**config.mk**
```make
export PLATFORM = sky130hd
export DESIGN_NAME = tree_rom_arbiter
export DESIGN_NICKNAME = d
export VERILOG_FILES = /design/src/rtl/tree_rom_pkg.sv /design/src/rtl/tree_rom_arbiter_rr_picker.sv /design/src/rtl/tree_rom_arbiter.sv
export SDC_FILE = /design/constraint.sdc
export NUM_CORES = 1
export LEC_CHECK = 0
export ABC_CLOCK_PERIOD_IN_PS = 3490
export CORE_ASPECT_RATIO = 1.1
export CORE_UTILIZATION = 45
export CTS_BUF_LIST = sky130_fd_sc_hd__clkbuf_8
export CTS_CLUSTER_DIAMETER = 40
export DETAILED_ROUTE_END_ITERATION = 10
export DONT_BUFFER_PORTS = 1
export PLACE_DENSITY_LB_ADDON = 0.1
export SETUP_SLACK_MARGIN = 0.3
export SKIP_LAST_GASP = 1
export SYNTH_ARGS = -nofsm -noshare
export SYNTH_HDL_FRONTEND = slang
export SYNTH_SLANG_ARGS = --single-unit
export TNS_END_PERCENT = 10
```
**constraint.sdc**
```tcl
create_clock -name clk_i -period 3.49 [get_ports clk_i]
set_clock_uncertainty 0.05 [all_clocks]
set_input_delay 0.698 -clock clk_i [delete_from_list [all_inputs] [get_ports clk_i]]
set_output_delay 0.698 -clock clk_i [all_outputs]
set_load 0.02 [all_outputs]
```
**src/rtl/tree_rom_pkg.sv**
```systemverilog
// -----------------------------------------------------------------------------
// tree_rom_pkg
// Shared definitions for the tree sprite ROM arbiter: default geometry of the
// 48x76 RGB sprite ROM, the transparent colour returned for out-of-range
// reads, and the burst FSM state encoding.
// -----------------------------------------------------------------------------
package tree_rom_pkg;

  localparam int NUM_REQ_DEF   = 4;
  localparam int ADDR_W_DEF    = 14;
  localparam int DATA_W_DEF    = 24;
  localparam int ROM_DEPTH_DEF = 3648;
  localparam int BURST_LEN_DEF = 48;

  // Fully-set colour is treated as transparent by the renderer.
  localparam logic [23:0] TRANSPARENT = 24'hFFFFFF;

  typedef enum logic [0:0] {
    IDLE  = 1'b0,
    BURST = 1'b1
  } state_e;

endpackage

```
**src/rtl/tree_rom_arbiter_rr_picker.sv**
```systemverilog
// -----------------------------------------------------------------------------
// rr_picker
// Round-robin search over requesters 1..N-1. The search starts at ptr_i and
// wraps back to index 1; bit 0 of req_i is never considered.
// Ports:
//   req_i   in  N   request mask
//   ptr_i   in  PW  first index to consider (1..N-1)
//   gnt_o   out N   one-hot grant, zero when nothing found
//   idx_o   out PW  index of the granted requester
//   found_o out 1   a requester was found
// -----------------------------------------------------------------------------
module rr_picker
  import tree_rom_pkg::*;
#(
  parameter int N  = NUM_REQ_DEF,
  parameter int PW = $clog2(NUM_REQ_DEF)
) (
  input  logic [N-1:0]  req_i,
  input  logic [PW-1:0] ptr_i,
  output logic [N-1:0]  gnt_o,
  output logic [PW-1:0] idx_o,
  output logic          found_o
);

  // Two passes: indices at or above the pointer first, then the wrapped part.
  always_comb begin
    gnt_o   = '0;
    idx_o   = '0;
    found_o = 1'b0;
    for (int i = 1; i < N; i++) begin
      if (!found_o && req_i[i] && (i >= int'(ptr_i))) begin
        found_o  = 1'b1;
        gnt_o[i] = 1'b1;
        idx_o    = PW'(i);
      end else begin
        found_o = found_o;
      end
    end
    for (int i = 1; i < N; i++) begin
      if (!found_o && req_i[i] && (i < int'(ptr_i))) begin
        found_o  = 1'b1;
        gnt_o[i] = 1'b1;
        idx_o    = PW'(i);
      end else begin
        found_o = found_o;
      end
    end
  end

endmodule

```
**src/rtl/tree_rom_arbiter.sv**
```systemverilog
// -----------------------------------------------------------------------------
// tree_rom_arbiter
// Shares the single tree sprite ROM read port. Requester 0 (display) has
// absolute priority; the others are served round-robin, optionally in bursts
// of up to BURST_LEN back-to-back beats. Responses return one cycle after the
// grant; out-of-range reads return TRANSPARENT with rsp_err_o set.
// Ports:
//   clk_i, rst_ni     clock, asynchronous active-low reset
//   req_valid_i [N]   request pending per requester
//   req_burst_i [N]   request opens a burst (first beat only)
//   req_addr_i  [N][ADDR_W] read address per requester
//   req_ready_o [N]   combinational one-hot grant
//   rom_addr_o        ROM read address (0 when idle)
//   rom_data_i        ROM data, valid the cycle after the address
//   rsp_valid_o [N]   one-hot response strobe
//   rsp_data_o        response colour (0 when no response)
//   rsp_err_o         response was for an out-of-range address
// -----------------------------------------------------------------------------
module tree_rom_arbiter
  import tree_rom_pkg::*;
#(
  parameter int NUM_REQ   = NUM_REQ_DEF,
  parameter int ADDR_W    = ADDR_W_DEF,
  parameter int DATA_W    = DATA_W_DEF,
  parameter int ROM_DEPTH = ROM_DEPTH_DEF,
  parameter int BURST_LEN = BURST_LEN_DEF
) (
  input  logic                           clk_i,
  input  logic                           rst_ni,
  input  logic [NUM_REQ-1:0]             req_valid_i,
  input  logic [NUM_REQ-1:0]             req_burst_i,
  input  logic [NUM_REQ-1:0][ADDR_W-1:0] req_addr_i,
  output logic [NUM_REQ-1:0]             req_ready_o,
  output logic [ADDR_W-1:0]              rom_addr_o,
  input  logic [DATA_W-1:0]              rom_data_i,
  output logic [NUM_REQ-1:0]             rsp_valid_o,
  output logic [DATA_W-1:0]              rsp_data_o,
  output logic                           rsp_err_o
);

  localparam int PW    = $clog2(NUM_REQ);
  localparam int CNT_W = $clog2(BURST_LEN + 1);
  // A one-beat burst is just a single read, so the FSM never enters BURST.
  localparam logic BURST_EN = (BURST_LEN > 1);
  localparam logic [ADDR_W:0] DEPTH_L = (ADDR_W + 1)'(ROM_DEPTH);

  state_e               state_q, state_d;
  logic [PW-1:0]        rr_ptr_q, rr_ptr_d;
  logic [PW-1:0]        owner_q, owner_d;
  logic [CNT_W-1:0]     beat_cnt_q, beat_cnt_d;
  logic [NUM_REQ-1:0]   rsp_valid_q;
  logic                 rsp_oob_q;

  logic [NUM_REQ-1:0]   rr_mask_s, rr_gnt_s, gnt_s;
  logic [PW-1:0]        rr_idx_s, gnt_idx_s;
  logic                 rr_found_s, rr_take_s, gnt_any_s, burst_live_s, oob_s;

  function automatic logic [PW-1:0] next_ptr(input logic [PW-1:0] k);
    if (k == PW'(NUM_REQ - 1)) begin
      return PW'(1);
    end else begin
      return k + PW'(1);
    end
  endfunction

  assign rr_mask_s = {req_valid_i[NUM_REQ-1:1], 1'b0};

  rr_picker #(.N(NUM_REQ), .PW(PW)) u_rr_picker (
    .req_i   (rr_mask_s),
    .ptr_i   (rr_ptr_q),
    .gnt_o   (rr_gnt_s),
    .idx_o   (rr_idx_s),
    .found_o (rr_found_s)
  );

  // Grant selection: display path, then live burst owner, then round-robin.
  always_comb begin
    gnt_s        = '0;
    gnt_idx_s    = '0;
    gnt_any_s    = 1'b0;
    rr_take_s    = 1'b0;
    burst_live_s = (state_q == BURST) && req_valid_i[owner_q];
    if (req_valid_i[0]) begin
      gnt_s[0]  = 1'b1;
      gnt_any_s = 1'b1;
    end else if (burst_live_s) begin
      gnt_s[owner_q] = 1'b1;
      gnt_idx_s      = owner_q;
      gnt_any_s      = 1'b1;
    end else if (rr_found_s) begin
      gnt_s     = rr_gnt_s;
      gnt_idx_s = rr_idx_s;
      gnt_any_s = 1'b1;
      rr_take_s = 1'b1;
    end else begin
      gnt_any_s = 1'b0;
    end
  end

  assign req_ready_o = gnt_s;
  assign rom_addr_o  = gnt_any_s ? req_addr_i[gnt_idx_s] : '0;
  assign oob_s       = gnt_any_s && ({1'b0, rom_addr_o} >= DEPTH_L);

  // Burst FSM and round-robin pointer next-state.
  always_comb begin
    state_d    = state_q;
    rr_ptr_d   = rr_ptr_q;
    owner_d    = owner_q;
    beat_cnt_d = beat_cnt_q;
    case (state_q)
      IDLE: begin
        state_d = IDLE;
      end
      BURST: begin
        if (!req_valid_i[owner_q]) begin
          // Owner abandoned the burst; round-robin takes over this cycle.
          state_d    = IDLE;
          beat_cnt_d = '0;
          rr_ptr_d   = next_ptr(owner_q);
        end else if (!req_valid_i[0]) begin
          // Owner beat; beat_cnt counts beats still to come after this one.
          if (beat_cnt_q <= CNT_W'(1)) begin
            state_d    = IDLE;
            beat_cnt_d = '0;
            rr_ptr_d   = next_ptr(owner_q);
          end else begin
            beat_cnt_d = beat_cnt_q - CNT_W'(1);
          end
        end else begin
          // Display grant pauses the burst.
          state_d = BURST;
        end
      end
      default: begin
        state_d = IDLE;
      end
    endcase
    if (rr_take_s) begin
      if (BURST_EN && req_burst_i[rr_idx_s]) begin
        state_d    = BURST;
        owner_d    = rr_idx_s;
        beat_cnt_d = CNT_W'(BURST_LEN - 1);
      end else begin
        rr_ptr_d = next_ptr(rr_idx_s);
      end
    end else begin
      rr_ptr_d = rr_ptr_d;
    end
  end

  // State, pointer and response pipeline registers.
  always_ff @(posedge clk_i or negedge rst_ni) begin
    if (!rst_ni) begin
      state_q     <= IDLE;
      rr_ptr_q    <= PW'(1);
      owner_q     <= '0;
      beat_cnt_q  <= '0;
      rsp_valid_q <= '0;
      rsp_oob_q   <= 1'b0;
    end else begin
      state_q     <= state_d;
      rr_ptr_q    <= rr_ptr_d;
      owner_q     <= owner_d;
      beat_cnt_q  <= beat_cnt_d;
      rsp_valid_q <= gnt_s;
      rsp_oob_q   <= oob_s;
    end
  end

  assign rsp_valid_o = rsp_valid_q;
  assign rsp_err_o   = rsp_oob_q;
  // ROM data arrives the cycle after the address, alongside the registered strobe.
  assign rsp_data_o  = (|rsp_valid_q) ? (rsp_oob_q ? DATA_W'(TRANSPARENT) : rom_data_i)
                                      : '0;

endmodule

```
## After elaboration in Yosys (flattened, before gate mapping)

Cells that the tools add are included.
W data, S select, Z words.

- Equality and inequality tests: 2
- $lt $le $gt $ge: 10
- Bitwise operators: 1
- Muxes and demuxes: 57
- Add/sub/neg operators: 3
- Reduce and logical (&&, ||, !) cells: 17

Operators with widths:

| cell | number |
|---|---|
| $mux W24 | 2 |
| $mux W6 | 6 |
| $mux W2 | 15 |
| $bmux W14 S2 | 1 |
| $mux W14 | 2 |
| $mux W1 | 24 |
| $ge A14 B12 Y1 const B | 1 |
| $logic_and A1 B1 Y1 | 11 |
| $lt A2 B3 Y1 const B | 3 |
| $mux W4 | 2 |
| $le A6 B1 Y1 const B | 1 |
| $sub A6 B1 Y6 const B | 1 |
| $add A2 B1 Y2 const B | 2 |
| $bmux W1 S2 | 2 |
| $eq A2 B2 Y1 const B | 2 |
| $logic_not A1 Y1 | 4 |
| $reduce_or A4 Y1 | 1 |
| $mux W3 | 1 |
| $demux W1 S2 | 1 |
| $ge A1 B2 Y1 const A | 1 |
| $ge A2 B1 Y1 const B | 1 |
| $ge A2 B2 Y1 const A | 1 |
| $lt A1 B2 Y1 const A | 1 |
| $lt A2 B2 Y1 const A | 1 |
| 3 further kinds | 3 |

- Register bits after elaboration: 16
- Input bits: 90
- Output and inout bits: 47
- Logic and storage cells: 96

## Depth between registers and ports, before layout

- Depth in word-level cells: 26
- Gate-level depth with buffers: 10
- Mapped depth without buffers: 8

## Hierarchy

Synthesis repeated with hierarchy kept, for this count alone.

- Cells, all modules: 215
- Area, all modules: 1845.5 µm²

Modules (own cells, without submodules):

| module | instances | cells each | sequential area each (µm²) | area an instance (µm²) |
|---|---|---|---|---|
| tree_rom_arbiter | 1 | 195 | 401.6 | 1730.4 |
| rr_picker | 1 | 20 | 0.0 | 115.1 |

## Worst setup path before layout

No wires, ideal clock.

- Path kind: input port to output port
- From: in req_valid_i[0]
- To: out rom_addr_o[10]
- Slack: 0.198 ns
- Arrival: 2.544 ns
- Stages: 8
- Path through: buf_6 mux2_2 a2bb2oi_4 nand3_4 a21oi_4 buf_12 mux2i_1 a211oi_1

- Word-level cells in the longest chain between the ends: 8

Ends and longest elaborated chain:

| element | line | text |
|---|---|---|
| start: declaration | tree_rom_arbiter.sv:30 | `input logic [NUM_REQ-1:0] req_valid_i,` |
| $bmux W1 S2 | tree_rom_arbiter.sv:82 | `burst_live_s = (state_q == BURST) && req_valid_i[owner_q];` |
| $mux W1 (implied by the code) | tree_rom_arbiter.sv:82 |  |
| $logic_and A1 B1 Y1 | tree_rom_arbiter.sv:82 |  |
| $mux W2 | tree_rom_arbiter.sv:86 | `end else if (burst_live_s) begin` |
| $mux W2 | tree_rom_arbiter.sv:83 | `if (req_valid_i[0]) begin` |
| $bmux W14 S2 | tree_rom_arbiter.sv:101 | `assign rom_addr_o = gnt_any_s ? req_addr_i[gnt_idx_s] : '0;` |
| $mux W14 (implied by the code) | tree_rom_arbiter.sv:101 |  |
| $mux W14 * | tree_rom_arbiter.sv:101 |  |
| end: declaration | tree_rom_arbiter.sv:34 | `output logic [ADDR_W-1:0] rom_addr_o,` |

Mark *: on every way between the ends. The rest lies on a longest branch, timed or not. The select of a mux whose other input is x is not followed.

## Worst setup path after layout

- From: reg owner_q[0]
- To: out rom_addr_o[10]

- Word-level cells in the longest chain between the ends: 8

Ends and longest elaborated chain:

| element | line | text |
|---|---|---|
| start: declaration | tree_rom_arbiter.sv:49 | `logic [PW-1:0] owner_q, owner_d;` |
| start signal: assignment | tree_rom_arbiter.sv:163 | `owner_q <= owner_d;` |
| $bmux W1 S2 | tree_rom_arbiter.sv:82 |  |
| $mux W1 (implied by the code) | tree_rom_arbiter.sv:82 |  |
| $logic_and A1 B1 Y1 | tree_rom_arbiter.sv:82 |  |
| $mux W2 | tree_rom_arbiter.sv:86 |  |
| $mux W2 | tree_rom_arbiter.sv:83 |  |
| $bmux W14 S2 | tree_rom_arbiter.sv:101 |  |
| $mux W14 (implied by the code) | tree_rom_arbiter.sv:101 |  |
| $mux W14 * | tree_rom_arbiter.sv:101 |  |

Marked as above.

==> results.toml <==
[run_status]
status = "finished clean"

[global_routing]
grt_max_degree = 26
grt_pass1_wl_mm = 8.39
grt_antenna_before_repair = 0
track_usage_pct = 22.1
grt_pass1_vias = 1788
grt_overflow = 0

[placement]
dp_slack_ns = 0.326
gp_congestion = 0.837
place_inst = 328
port_buffers = 0
hpwl_mm = 4.27

[drt]
drtPass1Iterations = 4
num_vias = 1976
wl_per_cell_microns = 16.4
routed_wl_mm = 5.51
drtIter0Drc = 76
ant_nets = 0
drc_errors = 0
drt-vias-per-instance = 5.88

[pwr]
p_leak_nw = 0.910
p_total_mw = 1.85
power.density_mw_per_mm2 = 811
worst_ir_drop_vdd_v = 0.000478

[layout]
synthToLayoutAreaGrowth_pct = 12.4
final_cell_mix = "78 x nor2_1, 24 x buf_4, 21 x a211oi_1"
fill_cells = 423
drive_gt1_share_pct = 20.2
final_common_cell = "nor2_1"
fin_nets = 380
fin_util_pct = 52.9
n_antenna_cell = 0
final_cell_count_no_fill = 336

[timing]
fin_crit_sh_pct = 89.5
tns_ns = 0
period_minus_slack_ns = 3.12
fmax_mhz = 320
hold_violations = 0
setup_viol = 0
worst_slack_ns = 0.367
rsz0062_at_grt = "yes"
tightestPinTransition_ns = 0.843
drv_slew = 0
relSlewSlack_pct = 43.8

[synth]
synth_area_leaders = "dfrtp_1 18%, nor2_1 14%, mux2i_1 9.4%"
ys_types = 54
syn_area_per_cell_sq_um = 7.58
synth_cells = 268
syn_area_sq_mm = 0.00203
synth_top_area_share_pct = 18.5
synth_seq_cells = 16
synthArstFlopShare_pct = 100
synth_nets = 365
synth_warnings = 0
synth_edf_count = 0
synth_top_area_cell = "dfrtp_1"
ys_seq_area_share_pct = 19.8
yosys_most_used_dff = "dfrtp_1"

[floorplan]
start_util_pct = 47.0
die_area_sq_mm = 0.00479
io_pins = 137
core_sq_mm = 0.00432
die_y_microns = 72.5
dieWidth_microns = 66.1
num_rows = 25

[worst_setup_path]
slowest_stage = "mux2_2"
startpoint = "owner_q[0]$_DFFE_PN0P_"
worstPathRequired_ns = 2.74
end_kind = "output pin"
path_depth = 8
path_cells = "mux2_2 -> o2bb2ai_2 -> nand2_2 -> and2_4 -> mux2_2 -> nor2_1 -> a211oi_2 -> buf_4"
crit_path_start_kind = "flop"
crit_path_max_incr_delay_ns = 0.41
cp_top_family = "multiplexers"
cp_common_cell = "mux2_2"
worst-r2r-cell-count = 8
r2r_start = "rr_ptr_q[1]$_DFF_PN0_"
arrival_ns = 2.37
crit_type = "reg2out"
cp_num_buf_inv = 1
crit_fanout = 15

[clocking]
htree_levels = 1
cts_root_buf = "clkbuf_8"
cts_tree = "built"
clkTransAtPathRegs_ns = 0.06
cts.path.max_buffers = 2
clk_latency_ns = 0.25
numCtsBuffers = 3
clkSinkCount = 16

[hold_path]
hold_class = "in2async"

[job]
cap_violations = 0
-- stage by stage --
step / hold WS, ns / instance area (sq um)
global placement: 0.353 / 2190
detailed placement: 0.353 / 2190
floorplan: 0.352 / 2040
finish: 0.0897 / 2280
global route: 0.0749 / 2280
CTS: 0.0829 / 2250
-- sequential cells by signal, summed over array words and instances (netlist names) --
name,flops
beat_cnt_q,6
rsp_valid_o,4
owner_q,2
rr_ptr_q,2
rsp_err_o,1
state_q,1
-- where the power goes --
| part | switching [mW] | total, mW | internal, mW | leakage, nW |
|---|---|---|---|---|
| combinational | 0.787 | 1.31 | 0.520 | 0.692 |
| sequential | 0.122 | 0.386 | 0.263 | 0.189 |
| clock | 0.0595 | 0.159 | 0.100 | 0.0288 |
-- cell type report --
type	instances	area (sq um)	share of cell area [%]
Clock buffer	4	55.1	2.41
Inverter	9	33.8	1.48
Multi-Input combinational cell	228	1520	66.7
Sequential cell	16	403	17.7
Tap cell	54	67.6	2.96
Timing Repair Buffer	25	200	8.77
-- synthesized netlist by cell type (all sizes together) (2+ instances only) --
cell type and n:
nand2 14, dfrtp 15, xor2 2, nor4 6, nor3b 2, nor3 3, buf 9, nand3 6
nor2b 3, mux2i 19, o221ai 2, o21ai 13, a211oi 23, xnor2 3, nand4 3, or2 2
o211ai 2, and2 3, nor2 78, inv 9, a21boi 2, a21oi 8, clkbuf 7, ha 7
and2b 2, mux2 7
-- metal layers --
| metal | GRT usage (%) | part of all wire [%] | vias up |
|---|---|---|---|
| met2 | 37.8 | 48 | 78 |
| li1 | - | - | 982 |
| met3 | 6.13 | 8.8 | 6 |
| met1 | 27.6 | 42 | 910 |
| met5 | 0 | 0 | - |
| met4 | 4.96 | 1.1 | 0 |
-- timing repair --
item,CTS,global route
endpoints found under the setup margin,1,11
setup buffers,0,3
gates resized for setup,0,2
pin swaps,1,2
hold buffers,0,0
cloned,1,0
-- kinds of logic after synthesis --
group,synth area share (%)
DFF,19.8
adders and majority gates,4.31
muxes,13.4
and+or+nand+nor,29.0
buffers and inverters,6.65
xor gates and xnor gates,2.16
AOI/OAI and AO/OA,24.7
-- path summary, 6_finish.rpt --
kind | endpoint | slack (ns)
max in group asynchronous | rr_ptr_q[0]$_DFF_PN1_ | 3.13
worst min register to register | beat_cnt_q[1]$_DFF_PN0_ | 0.49
min in group clk_i | beat_cnt_q[1]$_DFF_PN0_ | 0.49
worst min-delay path | beat_cnt_q[3]$_DFF_PN0_ | 0.09
worst max register to register | rsp_err_o$_DFF_PN0_ | 1.08
worst max-delay path | rom_addr_o[10] | 0.37
(Power assumes the default switching activity.)
